`src/rtl/channel_readout_arbiter_if.sv`:
```
// Bundle between the channel array, the arbiter and the event FIFO write port.
// The master side is the environment (channels raising req, FIFO reporting full);
// the slave side is the arbiter that acks channels and writes events.
interface channel_readout_arbiter_if #(
    parameter int NUMCHANNELS = 64,
    parameter int ADCBITS     = 10,
    parameter int CHAN_ID_W   = 6,
    parameter int TS_W        = 28
);
    localparam int EVENT_W = CHAN_ID_W + TS_W + ADCBITS;

    logic [NUMCHANNELS-1:0]         req;
    logic [ADCBITS*NUMCHANNELS-1:0] chan_data;
    logic                           fifo_full;
    logic [NUMCHANNELS-1:0]         ack;
    logic                           event_valid;
    logic [EVENT_W-1:0]             event_word;

    modport master (
        output req, chan_data, fifo_full,
        input  ack, event_valid, event_word
    );

    modport slave (
        input  req, chan_data, fifo_full,
        output ack, event_valid, event_word
    );
endinterface

```
`src/rtl/channel_readout_arbiter.sv`:
```
// Round-robin arbiter sharing the event-FIFO write port among the ADC channels.
// One grant per clock; the granted channel gets a one-cycle ack and its packed
// event {chan_id, timestamp, adc_code} is strobed toward the FIFO.
module channel_readout_arbiter #(
    parameter int NUMCHANNELS = 64,
    parameter int ADCBITS     = 10,
    parameter int CHAN_ID_W   = 6,
    parameter int TS_W        = 28,
    parameter int STALL_W     = 16
) (
    input  logic                     clk,
    input  logic                     reset_n,
    input  logic                     enable,
    channel_readout_arbiter_if.slave bus,
    output logic [TS_W-1:0]          timestamp,
    output logic [STALL_W-1:0]       stall_count
);
    localparam int EVENT_W = CHAN_ID_W + TS_W + ADCBITS;

    logic [NUMCHANNELS-1:0] ack_q;
    logic                   event_valid_q;
    logic [EVENT_W-1:0]     event_word_q;
    logic [CHAN_ID_W-1:0]   last_grant;

    logic [NUMCHANNELS-1:0] eff_req;
    logic [CHAN_ID_W-1:0]   grant_idx;
    logic                   grant_found;
    logic [ADCBITS-1:0]     grant_code;
    logic                   do_grant;
    logic                   do_stall;

    // The channel being acked this cycle is still holding req; mask it so it
    // cannot win twice while it drops its request.
    assign eff_req  = bus.req & ~ack_q;
    assign do_grant = enable & ~bus.fifo_full & grant_found;
    assign do_stall = enable & bus.fifo_full & (|eff_req);

    assign bus.ack         = ack_q;
    assign bus.event_valid = event_valid_q;
    assign bus.event_word  = event_word_q;

    // Rotating priority search: first eligible channel above last_grant, wrapping.
    always_comb begin
        int                   cand;
        logic [CHAN_ID_W-1:0] cand_idx;
        // NOTE: every variable gets a default before the loop so no path leaves
        // it unassigned, which would otherwise infer a latch.
        grant_found = 1'b0;
        grant_idx   = '0;
        cand        = 0;
        cand_idx    = '0;
        for (int i = 0; i < NUMCHANNELS; i++) begin
            cand = int'(last_grant) + 1 + i;
            if (cand >= NUMCHANNELS) begin
                cand = cand - NUMCHANNELS;
            end
            cand_idx = CHAN_ID_W'(cand);
            if (!grant_found && eff_req[cand_idx]) begin
                grant_found = 1'b1;
                grant_idx   = cand_idx;
            end
        end
    end

    // ADC code of the channel currently selected by the search.
    assign grant_code = bus.chan_data[int'(grant_idx)*ADCBITS +: ADCBITS];

    // Free-running timestamp and saturating backpressure counter.
    // NOTE: all clocked state uses non-blocking assignments so every register
    // samples pre-edge values, regardless of statement order.
    always_ff @(posedge clk or negedge reset_n) begin
        if (!reset_n) begin
            timestamp   <= '0;
            stall_count <= '0;
        end else begin
            timestamp <= timestamp + 1'b1;
            if (do_stall && (stall_count != '1)) begin
                stall_count <= stall_count + 1'b1;
            end
        end
    end

    // Grant register: ack, FIFO write strobe, event word and rotation pointer.
    always_ff @(posedge clk or negedge reset_n) begin
        if (!reset_n) begin
            ack_q         <= '0;
            event_valid_q <= 1'b0;
            event_word_q  <= '0;
            last_grant    <= CHAN_ID_W'(NUMCHANNELS - 1);
        end else if (do_grant) begin
            ack_q         <= NUMCHANNELS'(1) << grant_idx;
            event_valid_q <= 1'b1;
            event_word_q  <= {grant_idx, timestamp, grant_code};
            last_grant    <= grant_idx;
        end else begin
            ack_q         <= '0;
            event_valid_q <= 1'b0;
        end
    end
endmodule

```
`src/flat_wrapper.sv`:
```
// flat-port wrapper written by rule: the top's interface ports become plain ports
module channel_readout_arbiter_flat 
#(
    parameter int NUMCHANNELS = 64,
    parameter int ADCBITS     = 10,
    parameter int CHAN_ID_W   = 6,
    parameter int TS_W        = 28,
    parameter int STALL_W     = 16
)
  (clk, reset_n, enable, timestamp, stall_count, bus_req, bus_chan_data, bus_fifo_full, bus_ack, bus_event_valid, bus_event_word);
  channel_readout_arbiter_if #(.NUMCHANNELS(NUMCHANNELS), .ADCBITS(ADCBITS), .CHAN_ID_W(CHAN_ID_W), .TS_W(TS_W)) bus_i ();
  input  logic clk;
  input  logic reset_n;
  input  logic enable;
  output logic [TS_W-1:0] timestamp;
  output logic [STALL_W-1:0] stall_count;
  input wire logic [$bits(bus_i.req)-1:0] bus_req;
  input wire logic [$bits(bus_i.chan_data)-1:0] bus_chan_data;
  input wire logic [$bits(bus_i.fifo_full)-1:0] bus_fifo_full;
  output wire logic [$bits(bus_i.ack)-1:0] bus_ack;
  output wire logic [$bits(bus_i.event_valid)-1:0] bus_event_valid;
  output wire logic [$bits(bus_i.event_word)-1:0] bus_event_word;
  assign bus_i.req = bus_req;
  assign bus_i.chan_data = bus_chan_data;
  assign bus_i.fifo_full = bus_fifo_full;
  assign bus_ack = bus_i.ack;
  assign bus_event_valid = bus_i.event_valid;
  assign bus_event_word = bus_i.event_word;
  channel_readout_arbiter #(.NUMCHANNELS(NUMCHANNELS), .ADCBITS(ADCBITS), .CHAN_ID_W(CHAN_ID_W), .TS_W(TS_W), .STALL_W(STALL_W)) u_core (.clk(clk), .reset_n(reset_n), .enable(enable), .bus(bus_i), .timestamp(timestamp), .stall_count(stall_count));
endmodule
```
`config.mk`:
```
export PLATFORM = sky130hd
export DESIGN_NAME = channel_readout_arbiter_flat
export DESIGN_NICKNAME = d
export VERILOG_FILES = /design/src/rtl/channel_readout_arbiter_if.sv /design/src/rtl/channel_readout_arbiter.sv /design/src/flat_wrapper.sv
export SDC_FILE = /design/constraint.sdc
export NUM_CORES = 1
export LEC_CHECK = 0
export CAP_MARGIN = 20
export CORE_AREA = 2 2 336 338
export CTS_CLUSTER_DIAMETER = 40
export DETAILED_ROUTE_END_ITERATION = 8
export DIE_AREA = 0 0 338 340
export GPL_ROUTABILITY_DRIVEN = 0
export PLACE_DENSITY_LB_ADDON = 0.12
export SLEW_MARGIN = 0
export SYNTH_ARGS = -nofsm -noshare
export SYNTH_HDL_FRONTEND = slang
export SYNTH_SLANG_ARGS = --single-unit
```
`constraint.sdc`:
```
create_clock -name clk -period 7.9 [get_ports clk]
set_input_delay 1.185 -clock clk [delete_from_list [all_inputs] [get_ports clk]]
set_output_delay 1.185 -clock clk [all_outputs]
set_load 0.005 [all_outputs]
```
==> impl_results.md <==
- Status: complete, no violations
- Synth Area in Simple Gates: 0.288
- Clock buffer depth: 2
- Main combinational cell family by area after synthesis: simple AND/OR/NAND/NOR gates
- Final wirelength: 230000 um
- Syn nets: 4438
- Final setup fails: 0
- Asr flop ratio synth: 1.00
- Mapped Area: 0.0288 sq mm
- Hold WC Path Type: reg -> reg
- Clock Sinks: 159
- Distinct cell type count after synthesis: 110
- DP HPWL: 194000 um
- Multi-input gate area: 0.0243 sq mm
- Routed length on met2: 99000 um
- M1 WL: 84100 um
- WS Path Type: reg -> reg
- Max Clk Rate: 127 MHz
- WL met3: 30000 um
- First-pass DRT Iterations: 8
- CTS tree: yes
- Vias in the first global route: 39600
- Largest net degree at the start of global routing: 67
- Yosys warnings: 0
- Clock Pin Slew Worst Setup and Hold Paths: 0.09 ns
- Final Max Tran Viols: 0
- Post-Synth Adder-Cell Area: 0.00608
- Placed Area: 0.0468 sq mm
- Layout net count: 6130
- Worst EP arrival: 8.25 ns
- Critical path startpoint category: flop
- Max Clock Skew: 0.0215 ns
- Max incr delay on CP: 0.79 ns
- Seq/Total Area, Yosys: 0.138
- Placeable Area: 0.112 sq mm
- Final min period: 7.87 ns
- First-pass GRT wire length: 309000 um
- Cells after Synth: 3716
- Max transition margin: 0.234
- Slowest cell on crit path: a2111oi_0
- DR top layer: met5
- Synth-to-layout area growth: 68.9%
- Synth Area in Compound Gates: 0.237
- Crit-path most repeated cell: buf_4
- Critical path capture point type: flop
- Ys flop type: dfrtp_1
- H-tree Lvls: 4
- Share of cells above drive strength 1: 0.286
- #FFs+latches synth: 159
- Final ANT Viol Nets: 0
- Final Cell Area: 0.0487 sq mm
- Initial core utilization: 0.258
- PortBufs: 860
- Via count: 41500
- Clock Tree Root: clkbuf_16
- FF+latch area: 0.00399 sq mm
- Cell Rows: 123
- Post-synth EDFFs: 0
- Maxcap violations: 0
- Drt wl/cell: 33.1 um
- Ports: 861
- Xor and xnor fraction of the mapped netlist area: 0.0414
- Final period util: 0.997
- Crit path required time: 8.27 ns
- Residual DRC: 0
- Clock Latency Late Sink: 0.51 ns
- Fillers: 11400
- Cts bufs inserted: 17
- Final Hold Viols: 0
- Chip width: 338 um
- CP Max Fanout: 20
- Gr usage total: 0.381
- Initial antenna violation count: 35
- Die area: 0.115 sq mm
- Synth Area per Inst: 7.76 sq um
- Post-synthesis mux area share: 0.238
- Drt via density: 5.98
- Initial DRC Count: 5589
- Worst Tran Pin Value: 1.14 ns
- GR Overflow Total: 0
- Die H: 340 um
[through the flow]
step | hold slack [ns] | TNS (ns) | worst slack, ns | utilization | cells
6_report | 0.487 | 0 | 0.0255 | 0.436 | 6936
5_1_grt | 0.512 | -0.271 | -0.0587 | 0.436 | 6933
4_1_cts | 0.491 | 0 | 0.000870 | 0.428 | 6888
3_5_place_dp | 0.464 | -14.77 | -1.02 | 0.420 | 6847
3_3_place_gp | 0.461 | -11.82 | -1.00 | 0.420 | 6847
2_1_floorplan | 0.470 | 0 | 0.0194 | - | 3716
[worst max-delay path: cells and delay by family, from the launching register on]
kind / cells / cell delay, ns
and+or+nand+nor: 7 / 1.35
buffers and inverters: 10 / 1.95
AOI/OAI and AO/OA: 10 / 3.37
xor gates and xnor gates: 1 / 0.26
adders and majority gates: 1 / 0.17
DFF: 1 / 0.62
[Yosys cell counts, drive strengths merged, types with 68 or more instances]
cell,instances,share of area
nand2,505,0.066
mux2i,308,0.11
nor2,277,0.036
nand3,193,0.034
a21oi,189,0.033
dfrtp,153,0.13
clkbuf,145,0.019
buf,142,0.028
o21ai,132,0.023
mux2,113,0.044
mux4,111,0.087
nand4,100,0.022
nor3,89,0.016
nand2b,81,0.018
xnor2,81,0.026
o211ai,80,0.021
a211oi,68,0.018
[layout by cell type, fill, tap and decap left out, types with 38 or more instances in the layout]
master / n
mux2i_1: 297
nand2_1: 501
mux4_2: 111
o21ai_0: 121
a21oi_1: 180
buf_12: 60
dfrtp_1: 153
nor3_1: 82
mux2_2: 105
clkdlybuf4s50_1: 859
a211oi_1: 65
o211ai_1: 80
nor2b_1: 38
nand4_1: 98
nand3_1: 190
and3_1: 43
o22ai_1: 48
xnor2_1: 65
nand2b_1: 80
buf_4: 1006
a31oi_1: 39
nor2_1: 268
[cell type report]
type,instances,share of cell area
Antenna cell,16,0.000822
Multi-Input combinational cell,3240,0.498
Inverter,33,0.00260
Timing Repair Buffer,1957,0.366
Tap cell,1500,0.0385
Clock buffer,17,0.00874
Sequential cell,159,0.0819
Clock inverter,14,0.00326
[cell families after synthesis]
group | Yosys count
buf+inv | 320
fa+ha+maj | 14
xor+xnor | 114
compound gates | 961
flops | 159
simple gates | 1616
mux | 532
[sequential cells by signal, indices dropped and copies added (netlist names)]
name and cells:
u_core.bus.ack 64, u_core.bus.event_word 44, u_core.timestamp 28, u_core.stall_count 16, u_core.last_grant 6, u_core.bus.event_valid 1
[final timing paths]
check | startpoint | to | slack [ns] | depth (start not counted)
min reg2reg | u_core.bus.event_word[17] | u_core.bus.event_word[17] | 0.49 | 2
min in group asynchronous | reset_n | u_core.bus.ack[3] | 0.67 | 1
min | u_core.bus.event_word[17] | u_core.bus.event_word[17] | 0.49 | 2
max | u_core.last_grant[0] | u_core.bus.event_word[3] | 0.03 | 29
max in group asynchronous | reset_n | u_core.bus.event_word[9] | 5.94 | 2
max reg2reg | u_core.last_grant[0] | u_core.bus.event_word[3] | 0.03 | 29
[timing repair]
| action | 4_1_cts | 5_1_grt |
|---|---|---|
| buffers inserted | 9 | 26 |
| endpoints found under the setup margin | 30 | 47 |
| gates cloned | 1 | 7 |
| gates resized for setup | 50 | 123 |
| pin swaps | 12 | 34 |
| endpoints found under the hold margin | 0 | 0 |
| hold buffers | 0 | 0 |
[metal layers]
| metal | vias up | global-route usage |
|---|---|---|
| met3 | 618 | 0.145 |
| met2 | 2834 | 0.578 |
| li1 | 17900 | - |
| met1 | 20100 | 0.456 |
| met5 | - | 0 |
| met4 | 26 | 0.227 |
Power is left out: the tool's default activity adds up to more than one toggle a clock period on the data nets, which glitch-free logic cannot reach.
